==> src/rtl/traffic_phase_timer.sv <==
// traffic_phase_timer: per-phase seconds countdown behind a clock prescaler.
// It gives the traffic controller its time_out and shows the remaining seconds.
module traffic_phase_timer #(
   parameter int TICK_DIV  = 50_000_000,
   parameter int LONG_SEC  = 25,
   parameter int SHORT_SEC = 4,
   parameter int CNT_W     = 6
) (
   input  logic             clk,
   input  logic             rst,
   input  logic             mode_count,
   output logic             time_out,
   output logic [CNT_W-1:0] sec_left,
   output logic             tick
);
   localparam int PRE_W = $clog2(TICK_DIV);
   localparam logic [PRE_W-1:0] PRE_MAX = PRE_W'(TICK_DIV - 1);
   localparam logic [CNT_W-1:0] LONG_N  = CNT_W'(LONG_SEC);
   localparam logic [CNT_W-1:0] SHORT_N = CNT_W'(SHORT_SEC);
   logic [PRE_W-1:0] pre;
   logic [CNT_W-1:0] sec_q;
   logic             expired;
   logic             mode_q;
   logic             reload;
   logic             wrap;
   // A pending reload masks time_out, so a held expiry cannot advance the controller twice.
   always_comb begin
      reload   = mode_count != mode_q;
      wrap     = pre == PRE_MAX;
      tick     = wrap & ~expired & ~reload & ~rst;
      time_out = expired & ~reload & ~rst;
      sec_left = rst ? LONG_N : sec_q;
   end
   always_ff @(posedge clk) begin
      if (rst) begin
         pre     <= '0;
         sec_q   <= LONG_N;
         expired <= 1'b0;
         mode_q  <= 1'b0;
      end else if (reload) begin
         mode_q  <= mode_count;
         pre     <= '0;
         expired <= 1'b0;
         sec_q   <= mode_count ? SHORT_N : LONG_N;
      end else if (!expired) begin
         pre <= wrap ? '0 : pre + 1'b1;
         if (tick) begin
            sec_q <= sec_q - 1'b1;
            if (sec_q == CNT_W'(1)) expired <= 1'b1;
         end
      end
   end
endmodule

==> config.mk <==
export PLATFORM = sky130hd
export DESIGN_NAME = traffic_phase_timer
export DESIGN_NICKNAME = d
export VERILOG_FILES = /design/src/rtl/traffic_phase_timer.sv
export SDC_FILE = /design/constraint.sdc
export NUM_CORES = 1
export LEC_CHECK = 0
export CAP_MARGIN = 0
export CORE_MARGIN = 2
export CORE_UTILIZATION = 58
export CTS_CLUSTER_SIZE = 10
export DETAILED_ROUTE_END_ITERATION = 10
export GPL_TIMING_DRIVEN = 0
export PLACE_DENSITY = 0.85
export SLEW_MARGIN = 20
export SYNTH_ARGS = -nofsm -noshare
export SYNTH_HDL_FRONTEND = slang
export SYNTH_SLANG_ARGS = --single-unit
export TNS_END_PERCENT = 1
==> constraint.sdc <==
create_clock -name clk -period 2.5 [get_ports clk]
set_input_delay 0.5 -clock clk [delete_from_list [all_inputs] [get_ports clk]]
set_output_delay 0.5 -clock clk [all_outputs]
set_load 0.005 [all_outputs]
# After elaboration in Yosys (flattened, before gate mapping)
# Index checks and enable logic that the tools add are counted.
dict set report word_totals {
  regBits 34
  output_inout_bits 8
  elab_cells 30
  input_bits 3
}
dict set report classes {
  bitwise_logic 8
  add_sub_neg 2
  reduce_logical 3
  mux 9
  eq_ne 4
}
# op n
set op_table {}
lappend op_table {{adder 26 x 1 -> 26 bit (second input constant)} 1}
lappend op_table {{equality test 26 bit (second input constant)} 1}
lappend op_table {{two-way mux 26 bit} 1}
lappend op_table {{two-way mux 6 bit} 4}
lappend op_table {{equality test 6 x 1 -> 1 bit (second input constant)} 1}
lappend op_table {{subtractor 6 x 1 -> 6 bit (second input constant)} 1}
lappend op_table {{AND 1 bit} 5}
lappend op_table {{two-way mux 5 bit} 1}
lappend op_table {{two-way mux 1 bit} 3}
lappend op_table {{inverter 1 bit} 3}
lappend op_table {{!= test 2 x 1 -> 1 bit (second input constant)} 1}
lappend op_table {{AND reduction 2 bit} 1}
lappend op_table {{nonzero test 2 bit} 1}
lappend op_table {{OR reduction 2 bit} 1}
lappend op_table {{!= test 1 bit} 1}

# Logic depth before layout (Yosys ltp)
# Gate-level depths: netlist of the first run.
dict set report logic_depth {
  depth_word 7
  depth_mapped 7
  ltp_nobuf 6
}

# Worst setup path after synthesis of the first run
# Ideal clock, no wire load.
dict set report synth_timing {
  kind {register to register}
  startpoint {register pre[24]}
  endpoint {register sec_q[5]}
  t_arrival_ns 2.130
  synth_period_minus_slack_ns 2.200
  t_required_ns 2.430
  setup_ns 0.070
  slack_ns 0.300
  stages_incl_launch_ff 6
  n_path_buf 0
  path_cell_list {dfxtp_1 or4b_4 nor4_4 nand4_4 or4_1 a21oi_1}
}
dict set report synth_via {
  elab_chain_cells 6
}
# item line_no
set synth_lines {}
lappend synth_lines {{start: declaration} 20} ;# logic [PRE_W-1:0] pre;
lappend synth_lines {{start signal: assignment} 46} ;# pre <= wrap ? '0 : pre + 1'b1;
lappend synth_lines {{equality test 26 bit} 29} ;# wrap = pre == PRE_MAX;
lappend synth_lines {{AND 1 bit (3 in a row)} 30} ;# tick = wrap & ~expired & ~reload & ~rst;
lappend synth_lines {{nonzero test 2 bit (no line)} --}
lappend synth_lines {{AND reduction 2 bit (no line)} --}
lappend synth_lines {{end signal: assignment} 44} ;# sec_q <= mode_count ? SHORT_N : LONG_N;
lappend synth_lines {{end signal: assignment} 48} ;# sec_q <= sec_q - 1'b1;
lappend synth_lines {{end: declaration} 21} ;# logic [CNT_W-1:0] sec_q;
# No other way between the ends.
# A chain may end at the register's enable or synchronous reset.

# Final worst setup path of the first run
dict set report layout_timing {
  startpoint {register pre[7]}
  endpoint {output port tick}
}
dict set report layout_via {
  elab_chain_cells 4
}
# item line_no
set layout_lines {}
lappend layout_lines {{equality test 26 bit} 29}
lappend layout_lines {{AND 1 bit (3 in a row)} 30}
lappend layout_lines {{end: declaration} 14} ;# output logic tick
# No other way between the ends.

==> results of run 1 <==
## metrics by stage
step / std cells / worst slack (ns) / power (W) / instance area (um2) / util [%]
finish: 259 / 0.0148 / 0.00103 / 2020 / 72.7
floorplan: 202 / 0.300 / 0.000610 / 1720 / -
global placement: 243 / -0.240 / 0.000631 / 1850 / 66.7
global route: 259 / -0.0415 / 0.00107 / 2020 / 72.7
CTS: 256 / 0.00147 / 0.00104 / 2000 / 71.7
detailed placement: 243 / -0.269 / 0.000634 / 1850 / 66.7
## layout make-up
cell class                 count  share of cell area (%)
clock buffer                   5                    1.86
multi-input combinational    150                    48.3
inverter                      10                    1.86
timing repair buffer          18                    7.74
clock inverter                 3                    2.23
tap                           31                    1.92
buffer                         8                    2.04
sequential                    34                    34.1
## Yosys cell counts (2+ instances only)
cell,count
nand4_1,14
nor2_1,30
and4_1,3
inv_1,10
or2_2,3
o21ai_0,4
or3_1,4
nand3_1,12
ha_1,3
nand2_1,15
dfxtp_1,34
and3_1,4
xnor2_1,2
a21oi_1,6
xor2_1,21
nor2b_1,3
a31oi_1,2
a31o_2,2
clkbuf_1,8
## worst max-delay path, delay by kind of cell (launching register included)
| kind | cells | cell delay [ns] |
|---|---|---|
| flip-flops | 1 | 0.37 |
| AND/OR/NAND/NOR | 3 | 1.08 |
| buffers and inverters | 2 | 0.19 |
## worst min-delay path by stage
stage,startpoint,endpoint,slack [ns],cells after the start
CTS,sec_q[1],sec_q[1],0.47,2
floorplan,sec_q[1],sec_q[1],0.44,2
global route,sec_q[1],sec_q[1],0.50,2
finish,sec_q[1],sec_q[1],0.48,2
global placement,sec_q[1],sec_q[1],0.45,2
detailed placement,sec_q[1],sec_q[1],0.46,2
## power groups by stage
stage	clock [W]	sequential, W	combinational, W
floorplan	0	0.000569	0.0000411
global placement	0	0.000570	0.0000609
detailed placement	0	0.000571	0.0000631
CTS	0.000414	0.000559	0.0000659
global route	0.000436	0.000559	0.0000728
finish	0.000407	0.000558	0.0000665
## logic make-up (layout without fill, tap and decap cells)
logic type      after synthesis  after routing  share of synthesized area (%)
compound gates               21             21                           8.39
xor+xnor                     23             23                           11.7
fa+ha+maj                     4              4                           2.77
buf+inv                      18             44                           3.94
flops                        34             34                           39.7
simple gates                102            102                           33.5
## routing by layer
metal | share of wire, % | wire (um)
met1 | 45 | 1700
met2 | 47 | 1780
met3 | 5.3 | 198
met4 | 1.8 | 68
met5 | 0 | 0
## flip-flops by register name, indices dropped and copies added, names as in the netlist
signal / count
mode_q: 1
pre: 26
expired: 1
sec_q: 6
## placed cells by master, fill, tap and decap left out, drive strengths merged, types with 2 or more instances in the layout
cell / synthesis / routed
dfxtp: 34 / 34
nor2: 30 / 30
xor2: 21 / 21
nand2: 15 / 15
nand4: 15 / 15
clkbuf: 8 / 14
nand3: 12 / 12
inv: 10 / 10
buf: 0 / 8
clkdlybuf4s50: 0 / 7
a21oi: 6 / 6
o21ai: 4 / 4
or3: 4 / 4
and3: 4 / 4
and4: 4 / 4
nor2b: 3 / 3
ha: 3 / 3
or2: 3 / 3
or4b: 2 / 2
xnor2: 2 / 2
a31oi: 2 / 2
a31o: 2 / 2
clkinvlp: 0 / 2
nor4: 2 / 2
## timing repair
item | in CTS | in global routing
endpoints found under the setup margin | 5 | 12
resized for setup | 13 | 7
buffers inserted | 5 | 3
pin swaps | 2 | 3
==> impl_metrics.csv, run 1 <==
group,metric,value,unit
run_status,status,"finished clean",
clocking,ctsHoldBuffers,0,
critical_path,critical-path-slowest-cell,"or4b_4",
pwr,swShare,23.7,%
synthesis,synth_area_per_cell,8.49,um2
pwr,power_per_cell_area,510,nW/um2
critical_path,r2r_end,"sec_q[5]",
final_layout,fin_nets,233,
pwr,p_int,0.000787,W
final_layout,multi_input_area,976,um2
global_route,grt_pass1_vias,1498,
timing,worst_pin_slew,0.769,ns
global_route,grt-ovfl-total,0,
timing,holdWs,0.476,ns
global_route,track_usage,24.0,%
pwr,pwr-share-clk,39.4,%
floorplanning,placementRows,19,
placement,gp_congestion,0.841,
synthesis,synth_warnings,0,
timing,finalCriticalPeriod,2.49,ns
synthesis,synth_fp_nets,208,
global_route,antenna_found_initial,0,
critical_path,slowest_delay,0.52,ns
critical_path,worstPathArrival,1.99,ns
final_layout,area_growth,17.9,%
final_layout,register_area,689,um2
synthesis,yosys_most_used_dff,"dfxtp_1",
timing,rsz0062_at_grt,"yes",
placement,port_buffers,10,
global_route,grt_pass1_wl,6360,um
clocking,cts_sinks,34,
timing,max_freq,402,MHz
timing,setup_viol,0,
critical_path,crit_chain,"or4b_4 -> nor4_4 -> nand4_4 -> inv_2 -> clkbuf_2",
timing,clock_skew,0.00917,ns
critical_path,worstSetupPathType,"register to primary output",
timing,min_period_over_period,99.4,%
critical_path,crit_required,2.00,ns
floorplanning,io_pins,11,
clocking,clk-insertion-delay-late,0.34,ns
critical_path,worst-r2r-cell-count,7,
routing,drt-total-wl,3750,um
min_path,holdCritPathClass,"register to register",
synthesis,synth_edf_count,0,
global_route,busiest_layer,"met2",
pwr,ir_drop,0.621,mV
floorplanning,die_h,58.4,um
clocking,tritoncts,"yes",
critical_path,end_kind,"primary output",
floorplanning,core,2780,um2
critical_path,r2r-start,"pre[7]",
synthesis,synth_top_area_share,39.7,%
routing,drtIter0Drc,88,
synthesis,async_flop_share,0,%
routing,vias,1517,
critical_path,crit_fanout,5,
synthesis,synth.area.top_cells,"dfxtp_1 (40%), xor2_1 (11%), nor2_1 (6.6%), nand4_1 (5.1%), nand3_1 (3.5%)",
floorplanning,start_util,61.7,%
final_layout,drive_above_1_share,16.2,%
final_layout,n_antenna_cell,0,
clocking,clockBufferDepth,2,
synthesis,synthDistinctLibCells,41,
floorplanning,die-area,3410,um2
critical_path,cp-endpoint,"tick",
routing,dr.pass1.iters,4,
global_route,met3_usage,7.69,%
routing,wl_per_cell,14.5,um
pwr,p_seq_share,54.1,%
clocking,cts-root-buf,"clkbuf_4",
final_layout,num-fill-cells,210,
global_route,grt_max_degree,13,
timing,tns,0,ns
clocking,clkTransAtPathRegs,0.11,ns
routing,viasPerCell,5.86,
routing,drcViolationCount,0,
placement,dpl.hpwl,2550,um
synthesis,syn_area,1720,um2
synthesis,yosys.area.top_type,"dfxtp_1",
synthesis,ys_seq_elements,34,
pwr,power_switching,0.000245,W
synthesis,synth-seq-area-share,39.7,%
timing,slew_violations,0,
timing,hold_viol_final,0,
pwr,combPwrFrac,6.5,%
routing,antenna_left,0,
clocking,cts_max_level,2,
pwr,p_leak,0.783,nW
timing,max-slew-margin-rel,48.2,%
clocking,cts_buffers,5,
critical_path,startpoint_type,"register",
floorplanning,dieWidth,58.4,um
global_route,met2_usage,39.8,%
run,cap_viol_max_count,0,
critical_path,regToRegSetupSlack,0.05,ns
global_route,met1_usage,28.4,%
critical_path,timing.critical_path.from,"pre[7]",
synthesis,synthCells,202,
(Power assumes the default switching activity.)
==> run 2: changes to the inputs <==
- SKIP_LAST_GASP: default -> 1
==> impl_metrics.csv, run 2 (same netlist as run 1, synthesis figures left out) <==
group,metric,value,unit
min_path,holdCritPathClass,"register to register",
critical_path,worst-path-stages,5,
pwr,power_switching,0.000242,W
clocking,cts_max_level,2,
global_route,antenna_found_initial,0,
timing,tns,-0.00759,ns
routing,vias,1518,
pwr,pwr-share-clk,39.3,%
timing,hold_viol_final,0,
timing,clock_skew,0.00855,ns
clocking,clockBufferDepth,2,
final_layout,n_antenna_cell,0,
min_path,holdPathStages,2,
critical_path,startpoint_type,"primary input",
floorplanning,start_util,61.7,%
run_status,status,"finished with violations",
placement,dpl_worst_slack,-0.269,ns
pwr,p_seq_share,54.3,%
pwr,ir_drop,0.621,mV
placement,port_buffers,10,
critical_path,crit_path_frequent_cell,"clkdlybuf4s50_1",
final_layout,area_growth,17.4,%
floorplanning,die-area,3410,um2
timing,slew_violations,0,
floorplanning,die_h,58.4,um
clocking,cts_sinks,34,
final_layout,stdcell_area,2010,um2
critical_path,worst-r2r-cell-count,7,
critical_path,slowest_delay,0.51,ns
timing,max-slew-margin-rel,49.9,%
routing,drcViolationCount,0,
floorplanning,dieWidth,58.4,um
final_layout,fin_nets,233,
final_layout,layout_common_cells,"nor2_1 (29), dfxtp_1 (29), xor2_1 (21)",
timing,worst_pin_slew,0.745,ns
routing,drtIter0Drc,69,
routing,viasPerCell,5.86,
clocking,cts_buffers,5,
global_route,grt_pass1_wl,6350,um
placement,dpl.hpwl,2550,um
routing,dr.pass1.iters,4,
pwr,power_per_cell_area,511,nW/um2
timing,min_period_over_period,100,%
timing,rsz0062_at_grt,"yes",
placement,gp_congestion,0.841,
global_route,grt_max_degree,13,
critical_path,critical-path-slowest-cell,"clkdlybuf4s50_1",
floorplanning,io_pins,11,
timing,setup_viol,1,
routing,antenna_left,0,
critical_path,crit_fanout,10,
clocking,clk-insertion-delay-late,0.34,ns
final_layout,largest_register_ffs,26,
pwr,swShare,23.6,%
critical_path,worstSetupPathType,"primary input to primary output",
placement,placed_cell_area,1850,um2
timing,holdWs,0.476,ns
pwr,p_leak,0.762,nW
final_layout,largest_register,"pre",
final_layout,reg.largest.list,"pre: 26 flops, sec_q: 6 flops",
routing,drt-total-wl,3740,um
timing,max_freq,399,MHz
critical_path,end_kind,"primary output",
global_route,grt_pass1_vias,1498,
critical_path,crit_chain,"clkdlybuf4s50_1 -> clkbuf_4 -> or2_4 -> nor2_2 -> clkdlybuf4s50_1",
final_layout,drive_above_1_share,16.2,%
routing,wl_per_cell,14.4,um
critical_path,crit_required,2.00,ns
clocking,cts-root-buf,"clkbuf_4",
global_route,grt-ovfl-total,0,
timing,setup_ws,-0.00759,ns
clocking,ctsHoldBuffers,0,
pwr,combPwrFrac,6.4,%
critical_path,cp.buffers_inverters,3,
clocking,clkTransAtPathRegs,0.11,ns
critical_path,worstPathArrival,2.01,ns
clocking,tritoncts,"yes",
global_route,track_usage,23.9,%
run,cap_viol_max_count,0,
floorplanning,core,2780,um2
run_status,violations,"setup timing",
pwr,p_int,0.000786,W
critical_path,crit_family,"buffers and inverters",
final_layout,num-fill-cells,214,
floorplanning,placementRows,19,
timing,finalCriticalPeriod,2.51,ns
[run 2: changes by cell type in the layout (fill, tap and decap cells not counted), sizes merged]
cell | previous run | this run
clkdlybuf4s50 | 7 | 8
dlymetal6s2s | 1 | 0
[run 2: area by class of cell]
type | count | area [um2] | area share (%)
plain buffers | 8 | 35.0 | 1.74
clock buffers | 5 | 37.5 | 1.86
flip-flops and latches | 34 | 689 | 34.2
clock inverters | 3 | 45.0 | 2.24
multi-input cells | 150 | 976 | 48.5
inverters | 10 | 37.5 | 1.86
well taps | 31 | 38.8 | 1.93
repair buffers | 18 | 154 | 7.64
[run 2: worst reg2reg max path: cells and delay by family, from the launching register on]
family / cells / cell delay [ns]
flip-flops: 1 / 0.37
AO/OA/AOI/OAI: 1 / 0.14
AND/OR/NAND/NOR: 4 / 1.58
buffers and inverters: 2 / 0.33
[run 2: path summary, 6_finish.rpt]
kind / startpoint / to / slack (ns)
worst max register to register: pre[7] / sec_q[5] / 0.04
worst min register to register: sec_q[1] / sec_q[1] / 0.48
worst min-delay path: sec_q[1] / sec_q[1] / 0.48
worst max-delay path: rst / time_out / -0.008
[run 2: stage by stage]
stage / power [W] / utilization (%) / instances
final: 0.00103 / 72.4 / 259
after global routing: 0.00107 / 72.4 / 259
after CTS: 0.00104 / 71.5 / 256
after detailed placement: 0.000634 / 66.7 / 243
after global placement: 0.000631 / 66.7 / 243
after floorplan: 0.000610 / - / 202
[run 2: routing by layer]
layer	vias to the layer above	track usage, %	share of wire (%)	wire [um]
met2	41	39.8	48	1790
met3	8	7.69	5.2	196
met5	-	0	0	0
met4	0	9.97	1.7	65
li1	760	-	-	-
met1	709	28.3	45	1690
[run 2: what timing repair did]
action	CTS	global route
setup buffers	5	3
setup endpoints to repair	5	12
pin swaps	2	2
resized for setup	12	6
[run 2: power by group through the flow]
stage | clock, W | sequential (W) | combinational, W
finish | 0.000404 | 0.000558 | 0.0000656
detailed placement | 0 | 0.000571 | 0.0000631
CTS | 0.000414 | 0.000559 | 0.0000649
global placement | 0 | 0.000570 | 0.0000609
global route | 0.000436 | 0.000559 | 0.0000718
floorplan | 0 | 0.000569 | 0.0000411
